--- src/rtl/multibyte_add_seq.sv ---
// multibyte_add_seq
//   Streams N-byte operands LSB-first through an external 8-bit adder
//   (hybridadder8_struct). Drives the adder's Xi/Yi/C0 for each byte, captures
//   Si/C8 into a one-entry output register, and chains the carry from byte to
//   byte. Subtraction is two's complement: Y is inverted and the first byte
//   gets a carry-in of 1.
//
// Parameters
//   MAX_BYTES   maximum bytes per operation. When the last allowed byte
//               arrives without in_last_i, it is closed as the final byte
//               and out_err_o is set.
//
// Optional feature (macro ZERO_FLAG_EN)
//   Adds out_zero_o: set together with out_last_o when every result byte of
//   the operation was 0x00. Without the macro, the port and its logic are
//   absent.
//
// Ports
//   clk_i, rst_n_i           clock (rising edge) and async active-low reset
//   in_valid_i / in_ready_o  input byte-pair handshake
//   in_x_i, in_y_i           operand bytes, LSB first
//   in_last_i                marks the MSB byte of an operation
//   in_sub_i                 subtract select, sampled on the first byte only
//   add_x_o, add_y_o, add_cin_o   to adder Xi / Yi / C0
//   add_sum_i, add_cout_i         from adder Si / C8
//   out_valid_o / out_ready_i     result byte handshake
//   out_sum_o                     result byte
//   out_last_o                    final byte of the operation
//   out_cout_o, out_ovf_o         final carry and signed overflow (with last)
//   out_err_o                     closed at MAX_BYTES without in_last_i
//
// state    | meaning
// ---------+----------------------------------------------------------
// ST_FIRST | next accepted byte starts a new operation (uses in_sub_i)
// ST_MID   | inside an operation; carry and sub chained from registers
module multibyte_add_seq #(
  parameter int MAX_BYTES = 8
) (
  input  logic       clk_i,
  input  logic       rst_n_i,
  input  logic       in_valid_i,
  output logic       in_ready_o,
  input  logic [7:0] in_x_i,
  input  logic [7:0] in_y_i,
  input  logic       in_last_i,
  input  logic       in_sub_i,
  output logic [7:0] add_x_o,
  output logic [7:0] add_y_o,
  output logic       add_cin_o,
  input  logic [7:0] add_sum_i,
  input  logic       add_cout_i,
  output logic       out_valid_o,
  input  logic       out_ready_i,
  output logic [7:0] out_sum_o,
  output logic       out_last_o,
  output logic       out_cout_o,
  output logic       out_ovf_o,
`ifdef ZERO_FLAG_EN
  output logic       out_zero_o,
`endif
  output logic       out_err_o
);

  localparam int CNT_W = $clog2(MAX_BYTES + 1);
  localparam logic [CNT_W-1:0] LAST_IDX = CNT_W'(MAX_BYTES - 1);

  typedef enum logic {
    ST_FIRST = 1'b0,
    ST_MID   = 1'b1
  } state_e;

  state_e           state_q, state_d;
  logic             out_valid_q, out_valid_d;
  logic [7:0]       out_sum_q, out_sum_d;
  logic             out_last_q, out_last_d;
  logic             out_cout_q, out_cout_d;
  logic             out_ovf_q, out_ovf_d;
  logic             out_err_q, out_err_d;
  logic             carry_q, carry_d;
  logic             sub_q, sub_d;
  logic [CNT_W-1:0] byte_cnt_q, byte_cnt_d;

  logic is_first;
  logic sub_eff;
  logic accept;
  logic at_limit;
  logic is_last;

  assign is_first = (state_q == ST_FIRST);
  assign sub_eff  = is_first ? in_sub_i : sub_q;

  // Adder operands are purely combinational so the adder settles within the
  // accepting cycle and its result is registered on that same edge.
  assign add_x_o   = in_x_i;
  assign add_y_o   = in_y_i ^ {8{sub_eff}};
  assign add_cin_o = is_first ? in_sub_i : carry_q;

  // One-entry output register: a new byte may enter in the same cycle the
  // held one is taken, so there is no bubble.
  assign in_ready_o = !out_valid_q || out_ready_i;
  assign accept     = in_valid_i && in_ready_o;

  assign at_limit = (byte_cnt_q == LAST_IDX);
  assign is_last  = in_last_i || at_limit;

`ifdef ZERO_FLAG_EN
  logic out_zero_q, out_zero_d;
  logic zero_acc_q, zero_acc_d;
  logic zero_all;

  // The accumulator is ignored on a first byte, so it restarts at each
  // operation without needing an explicit clear cycle.
  assign zero_all = (is_first || zero_acc_q) && (add_sum_i == 8'h00);
`endif

  always_comb begin
    state_d     = state_q;
    out_valid_d = out_valid_q;
    out_sum_d   = out_sum_q;
    out_last_d  = out_last_q;
    out_cout_d  = out_cout_q;
    out_ovf_d   = out_ovf_q;
    out_err_d   = out_err_q;
    carry_d     = carry_q;
    sub_d       = sub_q;
    byte_cnt_d  = byte_cnt_q;
`ifdef ZERO_FLAG_EN
    out_zero_d  = out_zero_q;
    zero_acc_d  = zero_acc_q;
`endif

    if (accept) begin
      out_valid_d = 1'b1;
      out_sum_d   = add_sum_i;
      if (is_first) begin
        sub_d = in_sub_i;
      end
      if (is_last) begin
        out_last_d = 1'b1;
        out_cout_d = add_cout_i;
        // Signed overflow: both adder operands share a sign that the
        // result does not.
        out_ovf_d  = (in_x_i[7] == add_y_o[7]) && (add_sum_i[7] != in_x_i[7]);
        out_err_d  = !in_last_i;
        carry_d    = 1'b0;
        byte_cnt_d = '0;
        state_d    = ST_FIRST;
`ifdef ZERO_FLAG_EN
        out_zero_d = zero_all;
        zero_acc_d = 1'b0;
`endif
      end else begin
        out_last_d = 1'b0;
        out_cout_d = 1'b0;
        out_ovf_d  = 1'b0;
        out_err_d  = 1'b0;
        carry_d    = add_cout_i;
        byte_cnt_d = byte_cnt_q + CNT_W'(1);
        state_d    = ST_MID;
`ifdef ZERO_FLAG_EN
        out_zero_d = 1'b0;
        zero_acc_d = zero_all;
`endif
      end
    end else if (out_valid_q && out_ready_i) begin
      out_valid_d = 1'b0;
    end
  end

  always_ff @(posedge clk_i or negedge rst_n_i) begin
    if (!rst_n_i) begin
      state_q     <= ST_FIRST;
      out_valid_q <= 1'b0;
      out_sum_q   <= 8'h00;
      out_last_q  <= 1'b0;
      out_cout_q  <= 1'b0;
      out_ovf_q   <= 1'b0;
      out_err_q   <= 1'b0;
      carry_q     <= 1'b0;
      sub_q       <= 1'b0;
      byte_cnt_q  <= '0;
`ifdef ZERO_FLAG_EN
      out_zero_q  <= 1'b0;
      zero_acc_q  <= 1'b0;
`endif
    end else begin
      state_q     <= state_d;
      out_valid_q <= out_valid_d;
      out_sum_q   <= out_sum_d;
      out_last_q  <= out_last_d;
      out_cout_q  <= out_cout_d;
      out_ovf_q   <= out_ovf_d;
      out_err_q   <= out_err_d;
      carry_q     <= carry_d;
      sub_q       <= sub_d;
      byte_cnt_q  <= byte_cnt_d;
`ifdef ZERO_FLAG_EN
      out_zero_q  <= out_zero_d;
      zero_acc_q  <= zero_acc_d;
`endif
    end
  end

  assign out_valid_o = out_valid_q;
  assign out_sum_o   = out_sum_q;
  assign out_last_o  = out_last_q;
  assign out_cout_o  = out_cout_q;
  assign out_ovf_o   = out_ovf_q;
  assign out_err_o   = out_err_q;
`ifdef ZERO_FLAG_EN
  assign out_zero_o  = out_zero_q;
`endif

endmodule

--- config.mk ---
export PLATFORM = sky130hd
export DESIGN_NAME = multibyte_add_seq
export DESIGN_NICKNAME = d
export VERILOG_FILES = /design/src/rtl/multibyte_add_seq.sv
export SDC_FILE = /design/constraint.sdc
export NUM_CORES = 1
export LEC_CHECK = 0
export CORE_ASPECT_RATIO = 0.6
export CORE_UTILIZATION = 36
export DETAILED_ROUTE_END_ITERATION = 8
export PLACE_DENSITY = 0.79
export RECOVER_POWER = 100
export SYNTH_ARGS = -nofsm -noshare
export SYNTH_HDL_FRONTEND = slang
export SYNTH_SLANG_ARGS = --single-unit
--- constraint.sdc ---
create_clock -name clk_i -period 2.05 [get_ports clk_i]
set_clock_uncertainty 0.05 [all_clocks]
set_input_delay 0.41 -clock clk_i [delete_from_list [all_inputs] [get_ports clk_i]]
set_output_delay 0.41 -clock clk_i [all_outputs]
set_load 0.05 [all_outputs]
==> results of run 1 <==
## how the worst max path moves through the flow
stage	end	start	cells past startpoint
after global routing	add_y_o[5]	in_sub_i	5
after detailed placement	add_y_o[3]	in_sub_i	5
after CTS	add_y_o[3]	in_sub_i	5
after floorplan	out_sum_o[0]	out_valid_o	6
final	add_y_o[5]	in_sub_i	5
after global placement	add_y_o[1]	in_sub_i	5
## layer usage
metal | global-route usage (%) | vias up | wire length (um)
met3 | 5.70 | 2 | 162
met5 | 0 | - | 0
met1 | 20.1 | 404 | 1060
met2 | 27.7 | 43 | 1080
met4 | 6.00 | 0 | 4
li1 | - | 421 | -
## stage by stage
stage	power, uW	std cells	worst slack, ns
after floorplan	962	103	0.00586
after global placement	1270	178	0.0148
after detailed placement	1290	178	-0.0241
after CTS	1580	182	-0.0255
after global routing	1630	182	-0.0667
final	1570	182	-0.0129
## flip-flops by register name, indices dropped and copies added, names as in the netlist
signal and flops:
sub_q 1, state_q 1, out_err_o 1, out_ovf_o 1, byte_cnt_q 4, out_valid_o 1
out_last_o 1, out_sum_o 8, carry_q 1, out_cout_o 1
## area by class of cell
cell class / instances / share of cell area, %
Tap cell: 32 / 2.42
Sequential cell: 20 / 30.2
Clock buffer: 4 / 3.33
Multi-Input combinational cell: 72 / 26.2
Timing Repair Buffer: 54 / 37.9
## cells by family (layout without fill, tap and decap cells)
| group | after synthesis | in the layout | synth area share, % |
|---|---|---|---|
| xor gates and xnor gates | 8 | 8 | 7.05 |
| DFF | 20 | 20 | 50.4 |
| AOI/OAI and AO/OA | 10 | 10 | 6.55 |
| muxes | 3 | 3 | 4.53 |
| buffers and inverters | 11 | 58 | 7.56 |
| and+or+nand+nor | 50 | 50 | 22.7 |
| adders and majority gates | 1 | 1 | 1.26 |
## power by group
group / internal, uW / switching [uW]
combinational: 346 / 412
sequential: 461 / 53.0
clock: 171 / 124
total: 978 / 589
## cells in the mapped netlist, drive strengths merged
library cell / count / share of area [%]
a21oi: 1 / 0.50
a22o: 1 / 0.88
buf: 9 / 6.8
nand3: 3 / 1.5
or2b: 1 / 0.76
nor4: 1 / 0.63
ha: 1 / 1.3
o21a: 1 / 0.76
mux2: 2 / 2.3
clkbuf: 2 / 0.76
o31ai: 1 / 0.76
o21ai: 5 / 2.5
and2: 1 / 0.63
xnor2: 8 / 7.1
nand3b: 2 / 1.5
a221o: 1 / 1.1
dfrtp: 20 / 50
mux2i: 1 / 2.3
nor2b: 3 / 1.9
nand2b: 2 / 1.3
nand2: 36 / 14
nor4b: 1 / 0.88
## tightest hold or removal path: stages, from the launching register on
cell and delay [ns]:
dfrtp_1 0.35, nand2_1 0.05, nand2_1 0.06
## timing repair
action | 4_1_cts | 5_1_grt
buffers inserted | 0 | 0
resized for setup | 0 | 1
setup endpoints to repair | 5 | 8
==> qor.txt, run 1 <==
outcome = complete, but fails checks
failing checks = negative setup slack
setup TNS = -0.0150 ns
unrepaired setup endpoints after global routing = true
vias per cell = 4.78
Critical Path Max Stage Delay = 0.52 ns
CP startpoint kind = primary input
Top-Level Pins = 62
first-pass GRT wire length = 3.80 mm
die width = 69.8 um
crit path max fanout = 8
fin nets = 183
antenna cells = 0
dpl hpwl = 1.81 mm
FF-to-FF setup slack = 0.35 ns
peak supply drop = 329 uV
H-tree levels = 1
pin count of the biggest net entering global routing = 21
Max Cap Viol = 0
Reg2Reg Depth = 6
Root Driver = clkbuf_8
Most common cell on crit path = buf_12
Post-DRT Antenna Nets = 0
Post-Synthesis Cells = 103
flip-flop and latch area = 500 um^2
PD cells = 947 nW/um^2
via count = 870
post-synthesis cell type count = 22
CTS tree = yes
WHS Path Cells = 2
Starting Density = 38.8%
worst hold start = out_sum_o[1]
most frequent cells in the layout = nand2_1 (36), clkdlybuf4s50_1 (33), dfrtp_1 (20)
reg2reg start = byte_cnt_q[0]
sequential area share after synthesis = 50.4%
GP Congestion = 0.761
commonest non-fill, non-tap cell in the layout = nand2_1
Mapped Avg Cell Area = 9.65 um^2
Clock transition at path regs = 0.07 ns
RR Endpoint = out_last_o
Clock Path Buffers = 2
drc violations = 0
Synth Register Bits = 20
Final Slew Violations = 0
Avg WL per Cell = 12.7 um
Core Rows = 14
critical path data arrival time = 1.60 ns
initial antenna violation count = 0
# clock sinks = 20
global route overflow = 0
share of cells above drive strength 1 = 15.3%
multi-input logic area = 433 um^2
Fill cells = 195
Slew headroom = 28.3%
All-Layer GR Usage = 16.5%
initial DRC count = 22
CTS buffer count = 3
Mapped Nets = 135
clk_lat worst skew = 0.25 ns
CP Capture Type = output port
setup ws final = -0.0129 ns
Post-DP Area = 1610 um^2
Critical Path RT = 1.59 ns
Final Cell Area = 1660 um^2
CP cell instances = clkdlybuf4s50_1 -> mux2i_4 -> buf_12 -> xnor2_1 -> buf_12
Layout area overhead = 66.6%
Critical path buffers and inverters = 3
leakage power figure = 0.000737 uW
Die Y = 42.7 um
Worst Hold End = out_sum_o[1]
full die area = 2980 um^2
Setup Viol. Count Final = 2
vias in the first global route = 835
CP delay by family, top = buffers and inverters
final WL = 2.30 mm
min cycle time layout = 2.06 ns
Mapped Area = 993 um^2
worst hold slack = 0.432 ns
Worst Max-Slew Pin Slew = 1.08 ns
fmax = 485 MHz
Final Hold Viols = 0
core area = 2560 um^2
first-pass detailed-route iteration total = 4
fin crit share = 101%
hold buffer count at cts = 0
critical path type = in -> out
post-layout util = 64.7%
slowest cell on the critical path = clkdlybuf4s50_1
Hold WC Path Type = reg -> reg
input/output buffers = 47
Synth Warn # = 0
Note: power is estimated with default switching activity, not from simulation.
==> run 2: changes to the inputs <==
Settings changed: CAP_MARGIN set to 0.
Clock period 2.05 ns to 1.9 ns, I/O delays scaled along.
==> qor.txt, run 2 (same netlist as run 1, synthesis figures left out) <==
Critical Path Max Stage Delay = 0.40 ns
Final Hold Viols = 0
die width = 69.8 um
peak supply drop = 571 uV
reg2reg start = byte_cnt_q[0]
clk_lat worst skew = 0.25 ns
Final Slew Violations = 0
Setup Viol. Count Final = 0
All-Layer GR Usage = 18.5%
unrepaired setup endpoints after global routing = true
fmax = 533 MHz
Root Driver = clkbuf_8
Worst Setup SP = state_q
fin nets = 184
initial DRC count = 15
Core Rows = 14
fin crit share = 98.7%
slowest cell on the critical path = dfrtp_2
number of flip-flops in the largest register = 8
antenna cells = 0
leakage power figure = 0.000756 uW
pin count of the biggest net entering global routing = 21
H-tree levels = 1
dpl hpwl = 1.86 mm
Layout area overhead = 68.9%
global route overflow = 0
share of cells above drive strength 1 = 22.0%
critical path data arrival time = 1.45 ns
core area = 2560 um^2
full die area = 2980 um^2
worst hold start = out_sum_o[1]
Slew headroom = 29.6%
PD cells = 1010 nW/um^2
first-pass detailed-route iteration total = 4
hold buffer count at cts = 0
crit path max fanout = 4
Final Cell Area = 1680 um^2
min cycle time layout = 1.88 ns
commonest non-fill, non-tap cell in the layout = nand2_1
vias in the first global route = 867
Top-Level Pins = 62
Post-DRT Antenna Nets = 0
drc violations = 0
Avg WL per Cell = 13.7 um
Clock transition at path regs = 0.07 ns
input/output buffers = 47
Starting Density = 38.8%
outcome = complete, no violations
CTS buffer count = 3
Hold WC Path Type = reg -> reg
via count = 870
critical path type = reg -> out
Clock Path Buffers = 2
CP cell instances = mux2i_4 -> clkbuf_16 -> xnor2_2 -> buf_12
first-pass GRT wire length = 4.17 mm
GP Congestion = 0.743
vias per cell = 4.78
Die Y = 42.7 um
Critical Path RT = 1.47 ns
Critical path buffers and inverters = 2
final WL = 2.49 mm
Worst Max-Slew Pin Slew = 1.06 ns
Fill cells = 219
most frequent cells in the layout = nand2_1 (36), clkdlybuf4s50_1 (20), dfrtp_1 (19)
worst hold slack = 0.421 ns
initial antenna violation count = 0
CTS tree = yes
Post-DP Area = 1570 um^2
# clock sinks = 20
CP delay by family, top = flip-flops
CP startpoint kind = flop
Max Cap Viol = 0
CP Capture Type = output port
run 2: layout make-up:
cell class	count	area, um^2	area share [%]
Clock buffer	3	41.3	2.46
Multi-Input combinational cell	72	523	31.2
Sequential cell	20	502	29.9
Tap cell	32	40.0	2.39
Timing Repair Buffer	55	572	34.1
run 2: routing by layer:
metal,part of all wire (%),global-route usage [%]
met1,46,23.5
met3,5.9,5.94
met5,0,0
met2,48,30.8
met4,0.80,4.80
run 2: final timing paths:
check / slack (ns) / cells after the start / end
max: 0.02 / 4 / add_y_o[5]
min: 0.42 / 2 / out_sum_o[1]
max reg2reg: 0.13 / 6 / byte_cnt_q[0]
min reg2reg: 0.42 / 2 / out_sum_o[1]
max in group asynchronous: 0.32 / 2 / state_q
min in group asynchronous: 0.77 / 2 / out_sum_o[1]
run 2: tightest hold or removal path, delay by kind of cell, from the launching register on:
family / cells / cell delay [ns]
and+or+nand+nor: 2 / 0.10
DFF: 1 / 0.34
run 2: timing repair:
| action | in CTS | in global routing |
|---|---|---|
| gates cloned | 1 | 0 |
| setup buffers | 2 | 0 |
| pin swaps | 1 | 0 |
| gates resized for setup | 11 | 4 |
| endpoints found under the setup margin | 8 | 8 |
run 2: where the power goes:
group	total, uW	leakage, uW	switching [uW]	internal, uW
combinational	872	0.000488	478	395
sequential	554	0.000247	56.5	498
clock	269	0.0000216	128	141
total	1700	0.000756	662	1030
run 2: per-stage QoR:
| step | cells | TNS, ns | utilization, % | setup slack, ns | power (uW) |
|---|---|---|---|---|---|
| 3_5_place_dp | 176 | -0.811 | 61.4 | -0.104 | 1380 |
| 2_1_floorplan | 103 | -0.400 | - | -0.0571 | 1040 |
| 6_report | 182 | 0 | 65.6 | 0.0244 | 1700 |
| 3_3_place_gp | 176 | -0.571 | 61.4 | -0.0713 | 1360 |
| 5_1_grt | 182 | -0.301 | 65.6 | -0.0483 | 1770 |
| 4_1_cts | 182 | -0.0167 | 67.1 | -0.00438 | 1720 |
==> run 3: changes to the inputs <==
Settings changed: CORE_MARGIN set to 1.
==> results of run 3 <==
Same layout as run 2: the final DEF is identical, and so are final timing and power.
